### src/rtl/instruction_fetch_unit_pkg.sv
// Shared RISC definitions: opcodes, default widths and the fetch-unit state encoding.
package instruction_fetch_unit_pkg;

    localparam int unsigned IW_DEF = 12;
    localparam int unsigned AW_DEF = 8;

    localparam logic [2:0] OP_JMP = 3'b110;
    localparam logic [2:0] OP_LD  = 3'b011;
    localparam logic [2:0] OP_ST  = 3'b101;

    typedef enum logic [1:0] {
        IDLE  = 2'd0,
        FETCH = 2'd1,
        HOLD  = 2'd2
    } ifu_state_e;

endpackage

### src/rtl/instruction_fetch_unit_program_counter.sv
// Program counter register: async active-low clear, jump load with priority over increment.
module program_counter #(
    parameter int unsigned AW = 8
) (
    input  logic          clk,
    input  logic          rst_n,
    input  logic          load_i,
    input  logic          inc_i,
    input  logic [AW-1:0] tgt_i,
    output logic [AW-1:0] pc_o
);

    logic [AW-1:0] pc_q, pc_d;

    always_comb begin
        pc_d = pc_q;
        if (load_i) begin
            pc_d = tgt_i;
        end else if (inc_i) begin
            pc_d = pc_q + 1'b1;
        end
    end

    always_ff @(posedge clk or negedge rst_n) begin
        if (!rst_n) begin
            pc_q <= '0;
        end else begin
            pc_q <= pc_d;
        end
    end

    assign pc_o = pc_q;

endmodule

### src/rtl/instruction_fetch_unit.sv
// Fetch stage: PC, single-outstanding imem request, registered instruction with valid/ready.
// Optional IFU_PERF_CNT_EN adds saturating fetch/stall counters.
module instruction_fetch_unit
    import instruction_fetch_unit_pkg::*;
#(
    parameter int unsigned IW = IW_DEF,
    parameter int unsigned AW = AW_DEF
) (
    input  logic          clk,
    input  logic          rst_n,
    output logic          imem_req,
    output logic [AW-1:0] imem_addr,
    input  logic          imem_ack,
    input  logic [IW-1:0] imem_rdata,
    output logic [IW-1:0] ins,
    output logic [AW-1:0] ins_pc,
    output logic          ins_valid,
    input  logic          ins_ready,
    input  logic          jc,
    input  logic [AW-1:0] jmp_tgt
`ifdef IFU_PERF_CNT_EN
    ,
    output logic [15:0]   fetch_cnt,
    output logic [15:0]   stall_cnt
`endif
);

    ifu_state_e    state_q, state_d;
    logic          req_q, req_d;
    logic [AW-1:0] addr_q, addr_d;
    logic [IW-1:0] ins_q, ins_d;
    logic [AW-1:0] ins_pc_q, ins_pc_d;
    logic          valid_q, valid_d;
    logic [AW-1:0] pc;
    logic          pc_load, pc_inc;
    logic          hs;

    assign hs = valid_q & ins_ready;

    program_counter #(.AW(AW)) u_pc (
        .clk    (clk),
        .rst_n  (rst_n),
        .load_i (pc_load),
        .inc_i  (pc_inc),
        .tgt_i  (jmp_tgt),
        .pc_o   (pc)
    );

    always_comb begin
        state_d  = state_q;
        req_d    = req_q;
        addr_d   = addr_q;
        ins_d    = ins_q;
        ins_pc_d = ins_pc_q;
        valid_d  = valid_q;
        pc_load  = 1'b0;
        pc_inc   = 1'b0;
        unique case (state_q)
            IDLE: begin
                state_d = FETCH;
                req_d   = 1'b1;
                addr_d  = pc;
            end
            FETCH: begin
                if (imem_ack) begin
                    ins_d    = imem_rdata;
                    ins_pc_d = pc;
                    valid_d  = 1'b1;
                    req_d    = 1'b0;
                    pc_inc   = 1'b1;
                    state_d  = HOLD;
                end
            end
            HOLD: begin
                if (hs) begin
                    valid_d = 1'b0;
                    req_d   = 1'b1;
                    state_d = FETCH;
                    // Request address is registered here, so the jump target bypasses the PC.
                    if (jc) begin
                        pc_load = 1'b1;
                        addr_d  = jmp_tgt;
                    end else begin
                        addr_d  = pc;
                    end
                end
            end
            default: begin
                state_d = IDLE;
                req_d   = 1'b0;
                valid_d = 1'b0;
            end
        endcase
    end

    always_ff @(posedge clk or negedge rst_n) begin
        if (!rst_n) begin
            state_q  <= IDLE;
            req_q    <= 1'b0;
            addr_q   <= '0;
            ins_q    <= '0;
            ins_pc_q <= '0;
            valid_q  <= 1'b0;
        end else begin
            state_q  <= state_d;
            req_q    <= req_d;
            addr_q   <= addr_d;
            ins_q    <= ins_d;
            ins_pc_q <= ins_pc_d;
            valid_q  <= valid_d;
        end
    end

    assign imem_req  = req_q;
    assign imem_addr = addr_q;
    assign ins       = ins_q;
    assign ins_pc    = ins_pc_q;
    assign ins_valid = valid_q;

`ifdef IFU_PERF_CNT_EN
    logic [15:0] fetch_cnt_q, stall_cnt_q;
    logic        stall;

    assign stall = ((state_q == HOLD) && !ins_ready) || ((state_q == FETCH) && !imem_ack);

    always_ff @(posedge clk or negedge rst_n) begin
        if (!rst_n) begin
            fetch_cnt_q <= '0;
            stall_cnt_q <= '0;
        end else begin
            if (hs && (fetch_cnt_q != '1)) begin
                fetch_cnt_q <= fetch_cnt_q + 16'd1;
            end
            if (stall && (stall_cnt_q != '1)) begin
                stall_cnt_q <= stall_cnt_q + 16'd1;
            end
        end
    end

    assign fetch_cnt = fetch_cnt_q;
    assign stall_cnt = stall_cnt_q;
`endif

endmodule

### config.mk
export PLATFORM = sky130hd
export DESIGN_NAME = instruction_fetch_unit
export DESIGN_NICKNAME = d
export VERILOG_FILES = /design/src/rtl/instruction_fetch_unit_pkg.sv /design/src/rtl/instruction_fetch_unit_program_counter.sv /design/src/rtl/instruction_fetch_unit.sv
export SDC_FILE = /design/constraint.sdc
export NUM_CORES = 1
export LEC_CHECK = 0
export ABC_AREA = 1
export CELL_PAD_IN_SITES_DETAIL_PLACEMENT = 1
export CELL_PAD_IN_SITES_GLOBAL_PLACEMENT = 1
export CORE_MARGIN = 2
export CORE_UTILIZATION = 37
export CTS_CLUSTER_DIAMETER = 50
export DETAILED_ROUTE_END_ITERATION = 7
export PLACE_DENSITY = 0.95
export SLEW_MARGIN = 20
export SYNTH_ARGS = -nofsm -noshare
export SYNTH_HDL_FRONTEND = slang
export SYNTH_SLANG_ARGS = --single-unit
### constraint.sdc
create_clock -name clk -period 2.32 [get_ports clk]
set_input_delay 0.464 -clock clk [delete_from_list [all_inputs] [get_ports clk]]
set_output_delay 0.464 -clock clk [all_outputs]
set_load 0.01 [all_outputs]
# --- After elaboration in Yosys (flattened, before gate mapping) ---
# Cells that the tools add are included.
# Widths: inputs -> output; s select.
word_totals:
  ff_bits: 40
  in_bits: 25
  output_inout_bits: 30
  word_cells: 40
op_classes:
  addsub: 1
  n_eq_ne: 4
  n_mux: 19
  bitwise: 2
  n_reduce_logical: 7
ops:
  columns: ["op", "n"]
  rows:
  - ["$mux 8", 4]
  - ["$pmux 8 s2", 1]
  - ["$mux 1", 9]
  - ["$add 8x1->8 const B", 1]
  - ["$pmux 1 s3", 2]
  - ["$pmux 2 s3", 1]
  - ["$reduce_and 2->1", 3]
  - ["$mux 2", 2]
  - ["$ne 2x2->1 const B", 2]
  - ["$reduce_bool 2->1", 2]
  - ["$reduce_and 3->1", 1]
  - ["$eq 2x1->1 const B", 1]
  - ["$eq 2x2->1 const B", 1]
  - ["$logic_not 2->1", 1]
  - ["$and 1x1->1", 1]
  - ["$not 1->1", 1]

# --- Logic depth before layout (Yosys ltp) ---
depth:
  depth_word: 4
  ltp_mapped: 9
  depth_no_buf: 8

# --- Hierarchy ---
# Synthesis repeated with hierarchy kept, for this count alone.
unflattened:
  hier_cells: 226
  hier_area_um2: 1870.5
modules_own_cells:
  columns: ["mod", "instances", "cells_each", "area_each_um2"]
  rows:
  - ["instruction_fetch_unit", 1, 164, 1371.3]
  - ["program_counter", 1, 62, 499.2]

# --- Worst setup path before layout ---
# No wires, ideal clock.
synth_timing:
  path_type: "input to register"
  from: "input port ins_ready"
  to: "register u_pc.pc_q[7] (netlist: u_pc.pc_o[7])"
  t_arrival_ns: 1.023
  slack_ns: 1.181
  cell_stages: 8
  n_path_buf: 1
  cell_sequence: "nand2_2 -> nor2_8 -> nand2_4 -> buf_12 -> nand3_2 -> nand2_1 -> inv_1 -> nand2_1"
synth_between:
  elab_chain_len: 4
synth_rtl:
  columns: ["item", "line_no", "rtl"]
  rows:
  - ["start, declared", "instruction_fetch_unit.sv:18", "input logic ins_ready,"]
  - ["$and 1x1->1 (*)", "instruction_fetch_unit.sv:38", "assign hs = valid_q & ins_ready;"]
  - ["$mux 1 (*)", "instruction_fetch_unit.sv:75", "if (hs) begin"]
  - ["$mux 1 (*)", "instruction_fetch_unit.sv:58", "unique case (state_q)"]
  - ["$mux 8 / $reduce_bool 2->1 (equally long branches)", null, null]
  - ["end signal, assigned", "instruction_fetch_unit_program_counter.sv:28", "pc_q <= pc_d;"]
  - ["end, declared", "instruction_fetch_unit_program_counter.sv:13", "logic [AW-1:0] pc_q, pc_d;"]
# Every way passes the cells marked *; elsewhere a longest branch is shown, timed or not.
# A chain may end at the register's enable or synchronous reset.

# --- Worst setup path in the final report ---
layout_timing:
  from: "register valid_q (netlist: ins_valid)"
  to: "output port ins_valid"
layout_rtl:
  columns: ["item", "line_no", "rtl"]
  rows:
  - ["start, declared", "instruction_fetch_unit.sv:33", "logic valid_q, valid_d;"]
  - ["start signal, assigned", "instruction_fetch_unit.sv:110", "valid_q <= valid_d;"]
  - ["end, declared", "instruction_fetch_unit.sv:17", "output logic ins_valid,"]
# No word-level cell between the ends.

==> results.toml <==
[worst_setup_path]
path_max_fanout = 3
reg2reg_depth = 8
cp.required_ns = 1.86
critPathLaunchType = "flip-flop"
critPathCaptureType = "output pin"
crit_chain = "clkdlybuf4s50_1"
path_buf_inv = 1
crit_family = "buffers and inverters"
crit_type = "reg -> out"
slowest_delay_ns = 0.55
worstPathArrival_ns = 1.23
crit_cells = 1
crit_slowest_cell = "clkdlybuf4s50_1"

[yosys]
synth_xor_area_share_pct = 0
synth_fp_nets = 270
synthArstFlopShare_pct = 100
yosysTopAreaCell = "dfrtp_1"
synth_edf_count = 0
synth-simple-area-share_pct = 34.3
synth_adder_area_share_pct = 0.643
netlist_area_sq_um = 1950
syn_inst = 244
yosysMostFrequentCell = "nand2_1"
ys.flop_type = "dfrtp_1"
synthTopCellsByArea = "dfrtp_1 51%, nand2_1 21%, nand3_1 6.9%"
synth_compound_area_share_pct = 3.98
ys_top_cells_by_count = "108 x nand2_1, 40 x dfrtp_1, 27 x nand3_1"
synth.avg_cell_area_sq_um = 7.98
ys_warn_count = 0
ys_types = 21
netlist.area_leader.share_pct = 51.4
synth_top_family_by_area = "simple AND/OR/NAND/NOR gates"
synth.area.mux_share_pct = 0
yosysSeqAreaShare_pct = 51.4
ys_ff_latch = 40

[cells_and_area]
nets = 326
ff_latch_area_sq_um = 1000
multi_input_area_sq_um = 758
utilization_pct = 51.0
synthToLayoutAreaGrowth_pct = 33.7
final_area_sq_um = 2600
final-instance-count-excl-fill = 371
n_fill_cell = 664
n_antenna_cell = 0
drive_above_1_share_pct = 9.63

[clock_network]
clock_path_buffers = 2
cts_hold_buf = 0
cts_sinks = 40
clk_pin_slew_ns = 0.08
htreeDepth = 2
cts_made_buffers = 5
cts_tree = "built"
post-cts-setup-buffers = 0
insertion_delay_ns = 0.29
cts_resized = 0
cts-root-buf = "clkbuf_8"

[timing]
relSlewSlack_pct = 41.7
fmax_ghz = 0.591
rsz0062_at_grt = "no"
setup_viol = 0
slew_viol_final = 0
setup_tns_ns = 0
finClkSkew_ns = 0.00519
period_minus_slack_ns = 1.69
fin_crit_sh_pct = 72.9
tightest_slew_ns = 0.874
timing.hold.ws_ns = 0.284
finalHoldViolations = 0
finalWorstSetupSlack_ns = 0.628

[die]
die_x_microns = 76.5
dieArea_sq_um = 5860
io_pins = 55
rows = 26
fp.dieH_microns = 76.5
initial_core_util_pct = 38.1
core_sq_um = 5110

[power_and_ir_drop]
p_leak_nw = 1.37
ir_worst_vdd_uv = 516
power_per_cell_area_nw_per_um2 = 1250
power_mw = 3.25

[global_route]
grt_pass1_vias = 1873
grt_use_total_pct = 18.2
grt_overflow = 0
grt_pass1_wl_mm = 8.58
antenna_found_initial = 0
grt_max_degree = 41

[detailed_routing]
drt_iter0_markers = 57
avgViaCountPerCell = 4.72
num_vias = 1750
wl_per_cell_microns = 13.4
ant_nets = 0
drc = 0
routed_wl_mm = 4.96
drt-pass1-iter-count = 4

[worst_hold_path]
hold_class = "in -> async"

[place]
placed_area_sq_um = 2510
port_buffers = 54
pre_cts_slack_ns = 0.535
dp.cells = 363
dpl.hpwl_mm = 3.64
gp_congestion = 0.746

[outcome]
run_status = "finished, final reports clean"

[job]
drv_cap = 0
worst register-to-register path, cell delays in order, from the launching register on:
cell and delay, ns:
dfrtp_1 0.43, inv_2 0.11, nand2_4 0.07, inv_6 0.09, nand2_4 0.06, nand2_2 0.17, inv_2 0.11, nand3_1 0.09
nand2_1 0.05
registers in the layout (all words and copies together), names as in the netlist:
register	cells
ins	12
state_q	2
imem_addr	8
ins_valid	1
imem_req	1
u_pc.pc_o	8
ins_pc	8
layer usage:
metal | wire length, microns | part of all wire, % | track usage (%)
met4 | 59 | 1.2 | 4.91
met2 | 2580 | 52 | 33.2
met1 | 2140 | 43 | 21.9
met5 | 0 | 0 | 0
met3 | 175 | 3.5 | 3.44
power by group:
group / switching [mW] / internal [mW]
clock: 0.241 / 0.237
combinational: 0.816 / 0.713
sequential: 0.233 / 1.01
logic make-up after synthesis:
| kind of cell | after synthesis |
|---|---|
| buffers and inverters | 36 |
| AND/OR/NAND/NOR | 152 |
| AO/OA/AOI/OAI | 15 |
| adder cells (fa/ha/maj) | 1 |
| flip-flops | 40 |
cell type report:
type,count,area share [%]
sequential,40,38.4
multi-input combinational,168,29.1
timing repair buffer,56,21.1
inverter,29,4.37
tap,70,3.36
clock buffer,6,3.17
clock inverter,2,0.384
cells in the final DEF, fill, tap and decap left out:
| master | netlist | final |
|---|---|---|
| nand3_2 | 2 | 2 |
| dfrtp_1 | 40 | 40 |
| buf_4 | 2 | 2 |
| nor2_8 | 1 | 1 |
| buf_2 | 1 | 1 |
| nor2_1 | 6 | 6 |
| nor2_2 | 1 | 1 |
| o21ai_0 | 7 | 7 |
| nand2_1 | 108 | 108 |
| clkinv_2 | 0 | 2 |
| inv_6 | 1 | 1 |
| inv_2 | 6 | 6 |
| nand2_4 | 3 | 3 |
| clkbuf_8 | 0 | 6 |
| nand3_1 | 27 | 27 |
| o211ai_1 | 1 | 1 |
| inv_1 | 22 | 22 |
| a21oi_1 | 1 | 1 |
| ha_1 | 1 | 1 |
| nand2_2 | 4 | 4 |
| clkdlybuf4s50_1 | 0 | 53 |
| o21ai_1 | 6 | 6 |
path summary, 6_finish.rpt:
| check | start | end | slack, ns |
|---|---|---|---|
| max reg2reg | state_q[0] | imem_addr[7] | 1.03 |
| min reg2reg | imem_req | imem_req | 0.48 |
| max | ins_valid | ins_valid | 0.63 |
| min | rst_n | imem_addr[1] | 0.28 |
| min in group clk | imem_req | imem_req | 0.48 |
| max in group asynchronous | rst_n | ins_valid | 1.49 |
No activity file was read; power rests on OpenSTA's default activity.
